==> src/rtl/fetch_pkg.sv <==
`default_nettype none
// ============================================================================
// Module   : fetch_pkg
// Purpose  : Shared constants and FSM state encoding for the fetch sequencer.
// Contents : START_PC_DEFAULT - reset fetch address
//            PC_INC           - byte distance between sequential fetches
//            fetch_state_t    - 2-bit FSM state type (IDLE/REQ/WAIT/HOLD)
// Revision : 1.0 - initial release
// ============================================================================
package fetch_pkg;

    localparam logic [31:0] START_PC_DEFAULT = 32'hBFC0_0000;
    localparam int unsigned PC_INC           = 4;

    typedef logic [1:0] fetch_state_t;

    localparam fetch_state_t ST_IDLE = 2'd0;  // one-cycle settle after reset
    localparam fetch_state_t ST_REQ  = 2'd1;  // presenting fetch_pc to memory
    localparam fetch_state_t ST_WAIT = 2'd2;  // one request outstanding
    localparam fetch_state_t ST_HOLD = 2'd3;  // buffer full, waiting on decode

endpackage : fetch_pkg
`default_nettype wire

==> src/rtl/fetch_obuf.sv <==
`default_nettype none
// ============================================================================
// Module   : fetch_obuf
// Purpose  : One-entry registered buffer between fetch and decode.
// Ports    : clk, rst_n          - clock, async active-low reset
//            load                - capture load_pc/load_inst/load_adel, set valid
//            clear               - drop the entry (wins over load)
//            load_pc/inst/adel   - entry contents to capture
//            valid/pc/inst/adel  - registered entry presented to decode
// Revision : 1.0 - initial release
// ============================================================================
module fetch_obuf
    import fetch_pkg::*;
#(
    parameter int ADDR_W = 32
) (
    input  logic              clk,
    input  logic              rst_n,
    input  logic              load,
    input  logic              clear,
    input  logic [ADDR_W-1:0] load_pc,
    input  logic [ADDR_W-1:0] load_inst,
    input  logic              load_adel,
    output logic              valid,
    output logic [ADDR_W-1:0] pc,
    output logic [ADDR_W-1:0] inst,
    output logic              adel
);

    always_ff @(posedge clk or negedge rst_n) begin
        if (!rst_n) begin
            valid <= 1'b0;
            pc    <= '0;
            inst  <= '0;
            adel  <= 1'b0;
        end else if (clear) begin
            valid <= 1'b0;
            pc    <= '0;
            inst  <= '0;
            adel  <= 1'b0;
        end else if (load) begin
            valid <= 1'b1;
            pc    <= load_pc;
            inst  <= load_inst;
            adel  <= load_adel;
        end
    end

endmodule : fetch_obuf
`default_nettype wire

==> src/rtl/fetch_pc_ctrl.sv <==
`default_nettype none
// ============================================================================
// Module   : fetch_pc_ctrl
// Purpose  : Instruction-fetch sequencer. Owns the fetch PC, selects between
//            sequential / branch / exception targets, runs a single-outstanding
//            req/addr_ok/data_ok memory handshake and feeds decode through a
//            one-entry valid/ready buffer.
// Ports    : clk, rst_n                 - clock, async active-low reset
//            exc_valid/exc_target       - exception redirect (priority)
//            br_valid/br_target         - branch redirect
//            inst_req/inst_addr         - memory request channel
//            inst_addr_ok/data_ok/rdata - memory responses
//            if_valid/pc/inst/adel      - buffered entry to decode
//            id_ready                   - decode accepts the entry
// Revision : 1.0 - initial release
// ============================================================================
module fetch_pc_ctrl
    import fetch_pkg::*;
#(
    parameter int                ADDR_W   = 32,
    parameter logic [ADDR_W-1:0] START_PC = START_PC_DEFAULT
) (
    input  logic              clk,
    input  logic              rst_n,
    input  logic              exc_valid,
    input  logic [ADDR_W-1:0] exc_target,
    input  logic              br_valid,
    input  logic [ADDR_W-1:0] br_target,
    output logic              inst_req,
    output logic [ADDR_W-1:0] inst_addr,
    input  logic              inst_addr_ok,
    input  logic              inst_data_ok,
    input  logic [ADDR_W-1:0] inst_rdata,
    output logic              if_valid,
    output logic [ADDR_W-1:0] if_pc,
    output logic [ADDR_W-1:0] if_inst,
    output logic              if_adel,
    input  logic              id_ready
);

    // Increment is applied to the word index so bits [1:0] ride through
    // untouched and a misaligned PC stays misaligned.
    localparam logic [ADDR_W-3:0] c_word_inc = (ADDR_W-2)'(PC_INC / 4);

    fetch_state_t      r_state;
    logic [ADDR_W-1:0] r_fetch_pc;
    logic [ADDR_W-1:0] r_inflight_pc;
    logic              r_drop;

    logic              w_redir;
    logic [ADDR_W-1:0] w_target;
    logic              w_aligned;
    logic [ADDR_W-1:0] w_pc_inc;
    logic              w_load;
    logic              w_clear;
    logic [ADDR_W-1:0] w_load_pc;
    logic [ADDR_W-1:0] w_load_inst;
    logic              w_load_adel;

    assign w_redir   = exc_valid | br_valid;
    assign w_target  = exc_valid ? exc_target : br_target;
    assign w_aligned = (r_fetch_pc[1:0] == 2'b00);
    assign w_pc_inc  = {r_fetch_pc[ADDR_W-1:2] + c_word_inc, r_fetch_pc[1:0]};

    assign inst_addr = r_fetch_pc;
    assign inst_req  = (r_state == ST_REQ) && w_aligned;

    // Buffer control: misaligned PCs are reported as an address-error entry
    // instead of being sent to memory.
    always_comb begin
        w_load      = 1'b0;
        w_clear     = 1'b0;
        w_load_pc   = r_fetch_pc;
        w_load_inst = '0;
        w_load_adel = 1'b0;
        case (r_state)
            ST_REQ: begin
                if (!w_redir && !w_aligned) begin
                    w_load      = 1'b1;
                    w_load_adel = 1'b1;
                end
            end
            ST_WAIT: begin
                if (inst_data_ok && !r_drop && !w_redir) begin
                    w_load      = 1'b1;
                    w_load_pc   = r_inflight_pc;
                    w_load_inst = inst_rdata;
                end
            end
            ST_HOLD: begin
                // A redirect kills the entry even if decode is ready.
                if (w_redir || id_ready) begin
                    w_clear = 1'b1;
                end
            end
            default: ;
        endcase
    end

    always_ff @(posedge clk or negedge rst_n) begin
        if (!rst_n) begin
            r_state       <= ST_IDLE;
            r_fetch_pc    <= START_PC;
            r_inflight_pc <= '0;
            r_drop        <= 1'b0;
        end else begin
            case (r_state)
                ST_IDLE: begin
                    r_state <= ST_REQ;
                end
                ST_REQ: begin
                    if (w_redir) begin
                        r_fetch_pc <= w_target;
                        // Old address already accepted: its response must
                        // be swallowed.
                        if (inst_req && inst_addr_ok) begin
                            r_inflight_pc <= r_fetch_pc;
                            r_drop        <= 1'b1;
                            r_state       <= ST_WAIT;
                        end
                    end else if (!w_aligned) begin
                        r_state <= ST_HOLD;
                    end else if (inst_addr_ok) begin
                        r_inflight_pc <= r_fetch_pc;
                        r_fetch_pc    <= w_pc_inc;
                        r_drop        <= 1'b0;
                        r_state       <= ST_WAIT;
                    end
                end
                ST_WAIT: begin
                    if (inst_data_ok) begin
                        r_state <= (!r_drop && !w_redir) ? ST_HOLD : ST_REQ;
                        if (w_redir) begin
                            r_fetch_pc <= w_target;
                        end
                    end else if (w_redir) begin
                        r_drop     <= 1'b1;
                        r_fetch_pc <= w_target;
                    end
                end
                ST_HOLD: begin
                    if (w_redir) begin
                        r_fetch_pc <= w_target;
                        r_state    <= ST_REQ;
                    end else if (id_ready) begin
                        r_state <= ST_REQ;
                    end
                end
                default: begin
                    r_state <= ST_IDLE;
                end
            endcase
        end
    end

    fetch_obuf #(
        .ADDR_W (ADDR_W)
    ) u_obuf (
        .clk       (clk),
        .rst_n     (rst_n),
        .load      (w_load),
        .clear     (w_clear),
        .load_pc   (w_load_pc),
        .load_inst (w_load_inst),
        .load_adel (w_load_adel),
        .valid     (if_valid),
        .pc        (if_pc),
        .inst      (if_inst),
        .adel      (if_adel)
    );

endmodule : fetch_pc_ctrl
`default_nettype wire

==> config.mk <==
export PLATFORM = sky130hd
export DESIGN_NAME = fetch_pc_ctrl
export DESIGN_NICKNAME = d
export VERILOG_FILES = /design/src/rtl/fetch_pkg.sv /design/src/rtl/fetch_obuf.sv /design/src/rtl/fetch_pc_ctrl.sv
export SDC_FILE = /design/constraint.sdc
export NUM_CORES = 1
export LEC_CHECK = 0
export ABC_AREA = 1
export CAP_MARGIN = 0
export CORE_UTILIZATION = 44
export CTS_CLUSTER_DIAMETER = 30
export DETAILED_ROUTE_END_ITERATION = 7
export PLACE_DENSITY = 0.73
export SYNTH_ARGS = -nofsm -noshare
export SYNTH_HDL_FRONTEND = slang
export SYNTH_HIERARCHICAL = 1
export SYNTH_SLANG_ARGS = --single-unit
==> constraint.sdc <==
create_clock -name clk -period 2 [get_ports clk]
set_input_delay 0.6 -clock clk [delete_from_list [all_inputs] [get_ports clk]]
set_output_delay 0.6 -clock clk [all_outputs]
set_load 0.005 [all_outputs]
==> results_dict.tcl <==
set metrics [dict create \
    syn_to_final_growth_pct 48.35 \
    tightest_slew_ns 0.4176 \
    ys_async_sr_fraction_pct 100.0 \
    hold_viol_final 0 \
    synth_edf_count 0 \
    syn_nets 1134 \
    fin_util_pct 67.90 \
    post-synth-top-count-cell "nand2_1" \
    grt_pass1_vias 7114 \
    cellLeakagePower_nw 5.459 \
    die_area_mm2 0.01728 \
    root_buffer "clkbuf_16" \
    clock_latency_ns 0.43 \
    grt_usage_pct 26.24 \
    ir_worst_vdd_v 0.0007377 \
    postCtsHoldBufs 0 \
    cp_top_family "buffers and inverters" \
    rsz0062_at_grt "true" \
    cp_num_buf_inv 1 \
    placed_cells 1450 \
    grt_max_degree 63 \
    start_util_pct 45.77 \
    io_pins 202 \
    outcome "complete, no violations" \
    seq_power_share_pct 29.5 \
    syn-instance-count 1026 \
    p_int_mw 8.984 \
    cap_violations 0 \
    start_kind "flop" \
    synth_cell_type_count 33 \
    switching_share_pct 38.20 \
    p_comb_share_pct 47.7 \
    nets 1388 \
    overflow 0 \
    slowest_stage "clkdlybuf4s50_1" \
    pre_cts_slack_ns -0.4119 \
    dr.pass1.iters 6 \
    postLayoutCellArea_mm2 0.01094 \
    clkTransAtPathRegs_ns 0.06 \
    synth_area_mm2 0.007376 \
    synth-seq-cells 133 \
    clockPowerShare_pct 22.8 \
    required_ns 1.40 \
    multi_input_area_mm2 0.003485 \
    hpwl_um 15550 \
    num_vias 7625 \
    crit_chain "clkdlybuf4s50_1" \
    powerDensity_mw_per_mm2 1329 \
    synthTopCellsByCount "328 x nand2_1, 141 x nor2_1, 124 x dfrtp_1, 117 x nand3_1, 80 x inv_1" \
    clock_sinks 133 \
    clock_skew_ns 0.01002 \
    place.gp.congestion 0.9360 \
    ctsHtreeMaxLevel 4 \
    synth-seq-area-share_pct 45.28 \
    endpoint_kind "output port" \
    ys.flop_type "dfrtp_1" \
    ant_nets 0 \
    max_stage_delay_ns 0.54 \
    clockBufferDepth 2 \
    antenna_found_initial 0 \
    fillers 1384 \
    cts_tree "done" \
    power_switching_mw 5.553 \
    synth_top_area_cell "dfrtp_1" \
    slew_headroom_pct 72.06 \
    total_power_mw 14.54 \
    crit_fanout 5 \
    row_count 46 \
    worst_slack_ns 0.02153 \
    dr.first_iter.drc_count 686 \
    finalSetupTns_ns 0 \
    core_area_mm2 0.01612 \
    fin_crit_sh_pct 98.92 \
    wire_per_inst_um 14.70 \
    io_buffers 201 \
    finalCriticalPeriod_ns 1.978 \
    hold_slack_ns 0.07889 \
    fin_cells 1509 \
    drt_wl_total_um 22190 \
    synth_top_area_share_pct 42.07 \
    arrival_ns 1.38 \
    synthTopCellsByArea "dfrtp_1 42%, nand2_1 17%, nand3_1 7.9%" \
    placed_area_mm2 0.01006 \
    antennaDiodeCount 0 \
    numCtsBuffers 17 \
    die_h_um 131.5 \
    avgSynthCellArea_um2 7.189 \
    regArea_mm2 0.003351 \
    crit_type "flop to output port" \
    hold_path_class "input pin to async pin" \
    setup_viol 0 \
    die_w_um 131.5 \
    ys_warn_count 6 \
    fmax_mhz 505.4 \
    drc 0 \
    slew_viol_final 0 \
    via_per_inst 5.053 \
    grt_pass1_wl_um 35920 \
    drive_gt1_share_pct 13.61 \
]
==> sequential cells by signal, summed over array words and instances, names as in the netlist <==
| name | flops |
|---|---|
| inst_addr | 32 |
| u_obuf/pc | 32 |
| u_obuf/inst | 32 |
| r_inflight_pc | 32 |
| r_drop | 1 |
| r_state | 2 |
| u_obuf/adel | 1 |
| u_obuf/valid | 1 |
==> worst paths after layout <==
check                                    startpoint                          end  slack [ns]  cells after the start
hold reg to reg            u_obuf/pc[1]$_DFFE_PN0P_     u_obuf/pc[1]$_DFFE_PN0P_        0.47                      2
setup / recovery           inst_addr[4]$_DFFE_PN0P_                 inst_addr[4]        0.02                      1
min in group clk           u_obuf/pc[1]$_DFFE_PN0P_     u_obuf/pc[1]$_DFFE_PN0P_        0.47                      2
hold / removal                                rst_n     inst_addr[2]$_DFFE_PN0P_        0.08                      1
setup reg to reg             r_state[0]$_DFFE_PN0P_    inst_addr[11]$_DFFE_PN0P_        0.05                     13
max in group asynchronous                     rst_n  u_obuf/inst[30]$_DFFE_PN0P_        1.30                      2
==> cells in the final DEF (no fill, tap or decap), drive strengths merged, types with 4 or more instances in the layout <==
| cell type | count |
|---|---|
| nor2 | 151 |
| nand3 | 118 |
| inv | 89 |
| ha | 5 |
| clkdlybuf4s50 | 185 |
| a21oi | 53 |
| clkbuf | 20 |
| nand2 | 329 |
| nand4 | 4 |
| dfstp | 9 |
| dlygate4sd2 | 12 |
| o21ai | 69 |
| mux2i | 14 |
| buf | 89 |
| dfrtp | 124 |
==> power by group through the flow <==
| stage | Sequential, mW | Combinational, mW | Clock, mW |
|---|---|---|---|
| 2_1_floorplan | 4.36 | 3.18 | 0 |
| 3_3_place_gp | 4.47 | 6.05 | 0 |
| 3_5_place_dp | 4.49 | 6.11 | 0 |
| 4_1_cts | 4.32 | 6.48 | 3.34 |
| 5_1_grt | 4.39 | 7.65 | 3.46 |
| 6_report | 4.29 | 6.94 | 3.31 |
==> layout make-up <==
class / count / share of cell area, %
inverters: 85 / 2.916
repair buffers: 288 / 26.45
flip-flops and latches: 133 / 30.62
well taps: 216 / 2.470
clock buffers: 19 / 4.140
clock inverters: 13 / 1.555
multi-input cells: 755 / 31.85
==> layer usage <==
layer,global-route usage (%),vias up,routed length [µm]
li1,-,3762,-
met1,37.06,3503,10150
met2,39.71,326,9963
met3,5.787,34,1579
met4,8.721,0,497
met5,0,-,0
==> cells by family after synthesis <==
| kind of cell | count (synthesis) | synth area share, % |
|---|---|---|
| flops | 133 | 45.28 |
| mux | 14 | 1.900 |
| simple gates | 607 | 34.42 |
| xor+xnor | 3 | 0.3563 |
| buf+inv | 138 | 8.363 |
| compound gates | 126 | 8.838 |
| fa+ha+maj | 5 | 0.8482 |
==> timing repair <==
item,CTS,global route
pin swaps,0,2
gates resized for setup,30,11
setup endpoints to repair,28,104
cloned,0,1
buffers inserted,14,12
(Power assumes the default switching activity.)
